===== src/rtl/led_status_sequencer_pkg.sv =====
// Shared constants for the front-panel status LED sequencer.
package led_status_sequencer_pkg;

  localparam logic [1:0] ST_IDLE = 2'd0;
  localparam logic [1:0] ST_ON   = 2'd1;
  localparam logic [1:0] ST_OFF  = 2'd2;
  localparam logic [1:0] ST_GAP  = 2'd3;

  localparam int unsigned PULSE_W = 4;

  // 250 ms tick at a 100 MHz system clock
  localparam logic [31:0] DEFAULT_TICK_DIV = 32'd25_000_000;

endpackage


===== src/rtl/led_status_sequencer_tick_gen.sv =====
// Free-running tick divider; held at zero while clr is high so each
// blink phase after clr drops lasts exactly TICK_DIV cycles.
module led_tick_gen
  import led_status_sequencer_pkg::*;
#(
  parameter logic [31:0] TICK_DIV = DEFAULT_TICK_DIV
) (
  input  logic clk,
  input  logic rst,
  input  logic clr,
  output logic tick
);

  localparam logic [31:0] TICK_LAST = TICK_DIV - 32'd1;

  logic [31:0] cnt;

  // >= rather than == so an out-of-range count recovers on its own
  assign tick = (cnt >= TICK_LAST);

  always_ff @(posedge clk or posedge rst) begin
    if (rst) begin
      cnt <= 32'd0;
    end else if (clr || tick) begin
      cnt <= 32'd0;
    end else begin
      cnt <= cnt + 32'd1;
    end
  end

endmodule


===== src/rtl/led_status_sequencer.sv =====
// Round-robin sharing of one status LED: each granted requester gets its
// blink code (N on/off pulses) followed by an LED-off gap.
module led_status_sequencer
  import led_status_sequencer_pkg::*;
#(
  parameter int unsigned NUM_REQ   = 4,
  parameter logic [31:0] TICK_DIV  = DEFAULT_TICK_DIV,
  parameter int unsigned GAP_TICKS = 4
) (
  input  logic                         clk,
  input  logic                         rst,
  input  logic [NUM_REQ-1:0]           req,
  input  logic [PULSE_W*NUM_REQ-1:0]   pulses,
  output logic                         led,
  output logic [NUM_REQ-1:0]           grant,
  output logic                         busy,
  output logic [NUM_REQ-1:0]           done
);

  localparam int unsigned IDX_W = $clog2(NUM_REQ);
  localparam int unsigned GAP_W = $clog2(GAP_TICKS + 1);

  logic [1:0]           state, state_n;
  logic [IDX_W-1:0]     last, last_n;
  logic [NUM_REQ-1:0]   grant_n, done_n;
  logic [PULSE_W-1:0]   remaining, remaining_n;
  logic [GAP_W-1:0]     gap_cnt, gap_n;
  logic                 led_n, busy_n;
  logic                 tick;

  logic                 win_found;
  logic [IDX_W-1:0]     win_idx;
  logic [IDX_W-1:0]     cand;
  logic [PULSE_W-1:0]   win_pulses;

  led_tick_gen #(
    .TICK_DIV (TICK_DIV)
  ) u_tick_gen (
    .clk  (clk),
    .rst  (rst),
    .clr  (state == ST_IDLE),
    .tick (tick)
  );

  // Round-robin search starting just after the last winner
  always_comb begin
    win_found = 1'b0;
    win_idx   = '0;
    cand      = '0;
    for (int unsigned off = 1; off <= NUM_REQ; off++) begin
      cand = IDX_W'((32'(last) + off) % NUM_REQ);
      if (!win_found && req[cand]) begin
        win_found = 1'b1;
        win_idx   = cand;
      end
    end
    win_pulses = pulses[PULSE_W*win_idx +: PULSE_W];
  end

  always_comb begin
    state_n     = state;
    last_n      = last;
    grant_n     = grant;
    remaining_n = remaining;
    gap_n       = gap_cnt;
    done_n      = '0;
    case (state)
      ST_IDLE: begin
        if (win_found) begin
          state_n     = ST_ON;
          last_n      = win_idx;
          grant_n     = NUM_REQ'(1) << win_idx;
          remaining_n = (win_pulses == '0) ? PULSE_W'(1) : win_pulses;
        end
      end
      ST_ON: begin
        if (tick) state_n = ST_OFF;
      end
      ST_OFF: begin
        if (tick) begin
          if (remaining <= PULSE_W'(1)) begin
            state_n = ST_GAP;
            gap_n   = GAP_W'(GAP_TICKS);
          end else begin
            state_n     = ST_ON;
            remaining_n = remaining - PULSE_W'(1);
          end
        end
      end
      ST_GAP: begin
        if (tick) begin
          gap_n = gap_cnt - GAP_W'(1);
          if (gap_cnt <= GAP_W'(1)) begin
            state_n = ST_IDLE;
            grant_n = '0;
            done_n  = grant;
          end
        end
      end
      default: begin
        state_n = ST_IDLE;
        grant_n = '0;
      end
    endcase
    led_n  = (state_n == ST_ON);
    busy_n = (state_n != ST_IDLE);
  end

  always_ff @(posedge clk or posedge rst) begin
    if (rst) begin
      state     <= ST_IDLE;
      last      <= IDX_W'(NUM_REQ - 1);
      grant     <= '0;
      remaining <= '0;
      gap_cnt   <= '0;
      led       <= 1'b0;
      busy      <= 1'b0;
      done      <= '0;
    end else begin
      state     <= state_n;
      last      <= last_n;
      grant     <= grant_n;
      remaining <= remaining_n;
      gap_cnt   <= gap_n;
      led       <= led_n;
      busy      <= busy_n;
      done      <= done_n;
    end
  end

endmodule


===== config.mk =====
export PLATFORM = sky130hd
export DESIGN_NAME = led_status_sequencer
export DESIGN_NICKNAME = d
export VERILOG_FILES = /design/src/rtl/led_status_sequencer_pkg.sv /design/src/rtl/led_status_sequencer_tick_gen.sv /design/src/rtl/led_status_sequencer.sv
export SDC_FILE = /design/constraint.sdc
export NUM_CORES = 1
export LEC_CHECK = 0
export ABC_AREA = 1
export CORE_AREA = 2 2 88 90
export DETAILED_ROUTE_END_ITERATION = 10
export DIE_AREA = 0 0 90 92
export GPL_TIMING_DRIVEN = 0
export PLACE_DENSITY = 0.69
export SKIP_CTS_REPAIR_TIMING = 1
export SYNTH_ARGS = -nofsm -noshare
export SYNTH_HDL_FRONTEND = slang
export SYNTH_HIERARCHICAL = 1
export SYNTH_SLANG_ARGS = --single-unit

===== constraint.sdc =====
create_clock -name clk -period 1.9 [get_ports clk]
set_input_delay 0.57 -clock clk [delete_from_list [all_inputs] [get_ports clk]]
set_output_delay 0.57 -clock clk [all_outputs]
set_load 0.05 [all_outputs]

==> flow_summary_export.csv, run 1 <==
group,metric,value,unit
layout,drive_gt1_frac,0.2634,
pwr,p_comb_frac,0.644,
global_route,gr-usage-all-layers,0.1660,
detailed_routing,postRouteWirelength,7095,microns
logic_synthesis,syn_avg_cell_area,7.738,sq um
die,die_x,90,microns
timing,skew,8.792,ps
min_path,min_path_cells,1,
logic_synthesis,yosys_register_bits,53,
clocking,cts.clk_slew.worst_paths,90,ps
timing,fmax,464.0,MHz
timing,min_period,2155,ps
die,fp.coreArea,7447,sq um
pwr,p_switching,2.757,mW
logic_synthesis,synth.most_common_cell,"nand2_1",
logic_synthesis,synth_area_leader_cell,"dfrtp_1",
detailed_routing,first_pass_iters,4,
setup_path,cp_max_fo,8,
global_route,overflow,0,
timing,hold_viol,0,
die,start_util,0.4333,
layout,multi_input_area,1818,sq um
global_route,grt_pass1_wl,11330,microns
logic_synthesis,syn_area,3227,sq um
pwr,power_frac_seq,0.251,
pwr,p_int,3.087,mW
logic_synthesis,synth_area_leaders,"dfrtp_1 40%, nand2_1 13%, inv_1 5.6%, nor2_1 5.1%, nand3_1 4.3%",
setup_path,reg2reg_depth,18,
logic_synthesis,synthDistinctLibCells,35,
setup_path,cp.arrival,2370,ps
clocking,clock_sinks,53,
clocking,cts_buffers,5,
setup_path,cp-start-kind,"flop",
logic_synthesis,synthCells,417,
clocking,insertion_delay,310,ps
clocking,cts.root.buffer_cell,"clkbuf_8",
detailed_routing,viasPerCell,4.731,
placed_design,io_buffers,31,
pwr,p_leak,2.079,nW
setup_path,required,2110,ps
logic_synthesis,synth_commonest_cells,"114 x nand2_1, 51 x dfrtp_1, 48 x inv_1",
layout,antenna_cells,0,
global_route,grt_max_degree,33,
detailed_routing,drt_iter0_drc,102,
min_path,hold_path_end,"u_tick_gen/cnt[0]",
timing,finalSetupViolations,6,
die,dieHeight,92,microns
flow_run,max-cap-violations,0,
pwr,power,5.844,mW
logic_synthesis,yosysWarnings,6,
global_route,antenna_found_initial,0,
logic_synthesis,synth_edf_count,0,
run_status,status,"finished with violations",
detailed_routing,num_vias,2782,
layout,area_delta_synth_final,31.17,%
clocking,tritoncts,"done",
detailed_routing,drc,0,
timing,tns,-945.0,ps
setup_path,rrSetupSlack,-260,ps
detailed_routing,drtAntennaViolNets,0,
timing,period_share,1.134,
logic_synthesis,ys_seq_area_frac,0.4118,
min_path,min_from,"u_tick_gen/cnt[0]",
global_route,grt_pass1_vias,2508,
setup_path,reg2reg_from,"last[0]",
timing,worst_pin_slew,833.7,ps
timing,maxSlewViolCount,0,
clocking,cts_max_level,2,
setup_path,critPathLaunch,"last[0]",
placed_design,dpl.hpwl,4821,microns
pwr,max-vdd-ir-drop,0.7321,mV
logic_synthesis,synth.top_cell.area_share,0.3955,
layout,nFillCells,675,
timing,rsz0062_at_grt,"yes",
setup_path,r2r_end,"remaining[0]",
die,dieArea,8280,sq um
logic_synthesis,ys.flop_type,"dfrtp_1",
layout,final_util,0.5684,
detailed_routing,wl_per_cell,12.07,microns
timing,setup_slack,-255.3,ps
layout,ff_latch_area,1330,sq um
timing,maxSlewHeadroom,0.4436,
pwr,power.density,1381,nW/um^2
clocking,clockBufferDepth,2,
run_status,violations,"setup timing",
die,rows,32,
pwr,swShare,0.4718,
pwr,clockPowerShare,0.105,
layout,nets,511,
die,io_pins,32,
logic_synthesis,async_flop_share,1.000,
placed_design,place_congestion,0.8468,
setup_path,end_kind,"flop",
min_path,hp-class,"flop to flop",
setup_path,crit_type,"flop to flop",
==> cell families after synthesis <==
logic type | after synthesis | synth area share
compound gates | 28 | 0.05351
flops | 53 | 0.4118
buf+inv | 61 | 0.09189
other cells | 1 | 0.001162
simple gates | 252 | 0.3773
xor+xnor | 18 | 0.04886
fa+ha+maj | 4 | 0.01551
==> sequential cells by signal, indices dropped and copies added (netlist names) <==
name	cells
gap_cnt	3
done	4
u_tick_gen/cnt	32
remaining	4
led	1
last	2
grant	4
state	2
busy	1
==> area by class of cell <==
| class | instances | share of cell area |
|---|---|---|
| Buffer | 5 | 0.01833 |
| Clock buffer | 6 | 0.01714 |
| Clock inverter | 2 | 0.002365 |
| Inverter | 56 | 0.05498 |
| Multi-Input combinational cell | 309 | 0.4295 |
| Sequential cell | 53 | 0.3142 |
| Tap cell | 102 | 0.03015 |
| Timing Repair Buffer | 55 | 0.1333 |
==> worst max path at each step <==
stage,depth (start not counted),slack [ps],to
final,18,-260,remaining[0]
after global routing,20,-350,remaining[0]
after CTS,18,-290,remaining[0]
after detailed placement,18,-620,remaining[0]
after global placement,18,-570,remaining[0]
after floorplan,19,0.1,remaining[0]
==> power by group through the flow <==
stage	sequential (mW)	combinational, mW	clock (mW)
floorplan	1.64	1.99	0
global placement	1.48	2.72	0
detailed placement	1.48	2.77	0
CTS	1.46	2.80	0.643
global route	1.49	4.11	0.687
finish	1.47	3.76	0.612
==> through the flow <==
stage          hold slack (ps)  area (sq um)  worst slack [ps]  std cells
3_3_place_gp             444.9          3687            -573.7        556
6_report                 505.9          4233            -255.3        588
3_5_place_dp             448.9          3687            -618.6        556
2_1_floorplan            430.2          3249            0.1108        423
5_1_grt                  537.4          4233            -352.1        588
4_1_cts                  462.9          3770            -287.5        564
==> worst max-delay path: stages, from the launching register on <==
cell	delay, ps
dfstp_2	560
buf_8	130
clkinv_8	80
nand2_4	80
nand2_4	70
nand2_4	80
nand2_4	60
inv_2	80
nand2_2	70
nand2_2	80
nand3_4	80
buf_6	140
buf_4	130
nand3_1	70
nand3_1	80
nor2_1	90
nand2_1	70
nand2_1	50
nand2_1	50
==> per-layer routing <==
| metal | up-vias | wire length [microns] | GRT usage |
|---|---|---|---|
| li1 | 1416 | - | - |
| met1 | 1297 | 3322 | 0.2223 |
| met2 | 51 | 3428 | 0.2744 |
| met3 | 18 | 207 | 0.02876 |
| met4 | 0 | 137 | 0.05513 |
| met5 | - | 0 | 0 |
==> cell usage in the layout (no fill, tap or decap), types with 4 or more instances in the layout <==
cell and instances:
a21oi_1 8, buf_4 21, clkbuf_8 5, clkdlybuf4s50_1 18, conb_1 7, dfrtp_1 50
dlymetal6s2s_1 13, inv_1 45, inv_2 6, nand2_1 97, nand2_2 18, nand2_4 18
nand3_1 27, nand3_4 4, nand4_1 4, nor2_1 42, nor2_2 23, nor2_4 6
nor3_1 5, o21ai_0 6, o21ai_1 4, xor2_1 15
Note: power is estimated with default switching activity, not from simulation.
==> run 2: changes to the inputs <==
--- a/config.mk
+++ b/config.mk
@@ -6,13 +6,12 @@
 export NUM_CORES = 1
 export LEC_CHECK = 0
 export ABC_AREA = 1
-export CORE_AREA = 2 2 88 90
+export CORE_AREA = 2 2 86 88
 export DETAILED_ROUTE_END_ITERATION = 10
-export DIE_AREA = 0 0 90 92
+export DIE_AREA = 0 0 88 90
 export GPL_TIMING_DRIVEN = 0
 export PLACE_DENSITY = 0.69
 export SKIP_CTS_REPAIR_TIMING = 1
 export SYNTH_ARGS = -nofsm -noshare
 export SYNTH_HDL_FRONTEND = slang
-export SYNTH_HIERARCHICAL = 1
 export SYNTH_SLANG_ARGS = --single-unit
==> flow_summary_export.csv, run 2 <==
group,metric,value,unit
global_route,gr-usage-all-layers,0.1669,
clocking,tritoncts,"done",
timing,skew,8.218,ps
timing,rsz0062_at_grt,"yes",
clocking,clock_sinks,53,
layout,mostFrequentLayoutCells,"80 x nand2_1, 50 x dfrtp_1, 42 x nor2_1",
detailed_routing,wl_per_cell,12.00,microns
run_status,status,"finished with violations",
setup_path,cp-start-kind,"flop",
global_route,grt_pass1_wl,10750,microns
detailed_routing,postRouteWirelength,6852,microns
pwr,max-vdd-ir-drop,1.220,mV
setup_path,crit_top_cell,"nand2_2",
placed_design,place_congestion,0.8415,
timing,finalSetupViolations,36,
setup_path,cp.arrival,2390,ps
timing,period_share,1.135,
die,fp.coreArea,7020,sq um
placed_design,pre_cts_slack,-675.2,ps
min_path,min_from,"gap_cnt[1]",
detailed_routing,viasPerCell,4.821,
layout,antenna_cells,0,
layout,drive_gt1_frac,0.2797,
clocking,clockBufferDepth,2,
die,start_util,0.4366,
global_route,grt_max_degree,40,
setup_path,crit_family,"simple AND/OR/NAND/NOR gates",
setup_path,required,2140,ps
clocking,cts.root.buffer_cell,"clkbuf_8",
flow_run,max-cap-violations,0,
setup_path,crit_type,"flop to flop",
logic_synthesis,synth_area_leader_cell,"dfrtp_1",
clocking,cts_buffers,5,
setup_path,rrSetupSlack,-260,ps
clocking,insertion_delay,300,ps
layout,area_delta_synth_final,37.10,%
timing,maxSlewHeadroom,0.6502,
setup_path,slowest_delay,550,ps
die,die_x,88,microns
logic_synthesis,synthDistinctLibCells,45,
die,io_pins,32,
logic_synthesis,synth_edf_count,0,
global_route,antenna_found_initial,0,
global_route,grt_pass1_vias,2484,
detailed_routing,drc,0,
setup_path,crit_buf_inv,3,
layout,largest-register,"u_tick_gen.cnt",
run_status,violations,"setup timing",
placed_design,placed_cell_area,3542,sq um
min_path,hp-class,"flop to flop",
die,dieArea,7920,sq um
timing,tns,-2689,ps
timing,hold_viol,0,
setup_path,end_kind,"flop",
pwr,p_leak,2.070,nW
setup_path,critPathLaunch,"last[0]",
layout,final_common_cell,"nand2_1",
detailed_routing,drt_iter0_drc,107,
detailed_routing,num_vias,2753,
setup_path,cp_slowest_cell,"dfstp_2",
logic_synthesis,synth.top_cell.area_share,0.4163,
detailed_routing,first_pass_iters,4,
clocking,cts.clk_slew.worst_paths,90,ps
timing,fmax,463.8,MHz
logic_synthesis,synth_area_leaders,"dfrtp_1 42%, nand2_1 13%, nor2_1 5.9%, inv_1 5.6%, nand3_1 3.6%",
timing,worst_pin_slew,519.9,ps
timing,setup_slack,-256.1,ps
logic_synthesis,yosysWarnings,0,
setup_path,cp_max_fo,5,
placed_design,dp.cells,541,
logic_synthesis,syn_area,3065,sq um
logic_synthesis,syn_avg_cell_area,7.588,sq um
layout,final_cell_count_no_fill,571,
logic_synthesis,synth_commonest_cells,"107 x nand2_1, 51 x dfrtp_1, 48 x nor2_1",
logic_synthesis,synth.most_common_cell,"nand2_1",
timing,min_period,2156,ps
logic_synthesis,synthCells,404,
logic_synthesis,ys.flop_type,"dfrtp_1",
timing,maxSlewViolCount,0,
global_route,overflow,0,
setup_path,cp_cell_sequence,"inv_2 > buf_6 > nand2_2 > nand2_2 > nand2_2 > nand2_4 > nor2_4 > nand3_2 > nand2_2 > nand2_2 > buf_6 > nand2_2 > nand2_1 > nand2_1 > nand2_2 > nor2_1 > nand2_1 > a21oi_2",
setup_path,reg2reg_from,"last[0]",
logic_synthesis,yosys_register_bits,53,
logic_synthesis,ys_seq_area_frac,0.4335,
logic_synthesis,async_flop_share,1.000,
layout,nets,498,
placed_design,io_buffers,31,
layout,fin_area,4203,sq um
layout,largest_register_ffs,32,
clocking,cts_max_level,2,
detailed_routing,drtAntennaViolNets,0,
die,dieHeight,90,microns
pwr,power.density,1368,nW/um^2
placed_design,dpl.hpwl,4769,microns
die,rows,31,
==> run 2: changes by cell type after synthesis, sizes merged, moves of 4 or more <==
| cell | previous run | this run |
|---|---|---|
| nor4 | 0 | 4 |
| nor3b | 0 | 5 |
| nor3 | 6 | 17 |
| nand3 | 34 | 23 |
| xor2 | 15 | 6 |
| a21oi | 11 | 15 |
| nand2 | 133 | 121 |
| o21ai | 10 | 15 |
| inv | 56 | 50 |
| nor2 | 71 | 54 |
==> run 2: logic make-up (layout without fill, tap and decap cells) <==
family | after synthesis | in the layout | synth area share
AND/OR/NAND/NOR | 233 | 233 | 0.3465
buffers and inverters | 58 | 120 | 0.08122
flip-flops | 53 | 53 | 0.4335
AO/OA/AOI/OAI | 43 | 43 | 0.08572
XOR/XNOR | 11 | 11 | 0.03143
adder cells (fa/ha/maj) | 5 | 5 | 0.02041
other | 1 | 7 | 0.001223
==> run 2: power breakdown <==
group | internal [mW] | total (mW) | switching (mW)
sequential | 1.32 | 1.46 | 0.139
combinational | 1.44 | 3.61 | 2.17
clock | 0.330 | 0.682 | 0.352
==> run 2: routing by layer <==
layer	vias to the layer above	routed length (microns)	GRT usage
li1	1423	-	-
met1	1270	3177	0.2251
met2	54	3379	0.2715
met3	6	204	0.03030
met4	0	91	0.04872
met5	-	0	0
==> run 2: area by class of cell <==
type	count	area, sq um
plain buffers	6	60.06
clock buffers	7	96.34
clock inverters	1	5.005
fillers	625	2818
inverters	50	200.2
multi-input cells	299	1833
flip-flops and latches	53	1330
well taps	99	123.9
repair buffers	56	554.3
==> run 2: worst paths after layout <==
check / endpoint / depth (start not counted)
worst min register to register: gap_cnt[1] / 2
worst min-delay path: gap_cnt[1] / 2
min in group asynchronous: u_tick_gen.cnt[2] / 2
worst max register to register: remaining[0] / 18
max in group asynchronous: last[0] / 3
worst max-delay path: remaining[0] / 18
==> run 2: worst min-delay path, cell delays in order, from the launching register on <==
cell and delay (ps):
dfrtp_1 370, nand2_1 60, o31ai_1 50
==> run 2: per-stage QoR <==
| stage | power [mW] | utilization | hold slack [ps] |
|---|---|---|---|
| after global placement | 4.144 | 0.5017 | 456.3 |
| after floorplan | 3.607 | - | 432.9 |
| after detailed placement | 4.193 | 0.5045 | 458.4 |
| after global routing | 6.257 | 0.5986 | 544.9 |
| final | 5.751 | 0.5986 | 515.8 |
| after CTS | 4.893 | 0.5190 | 474.1 |
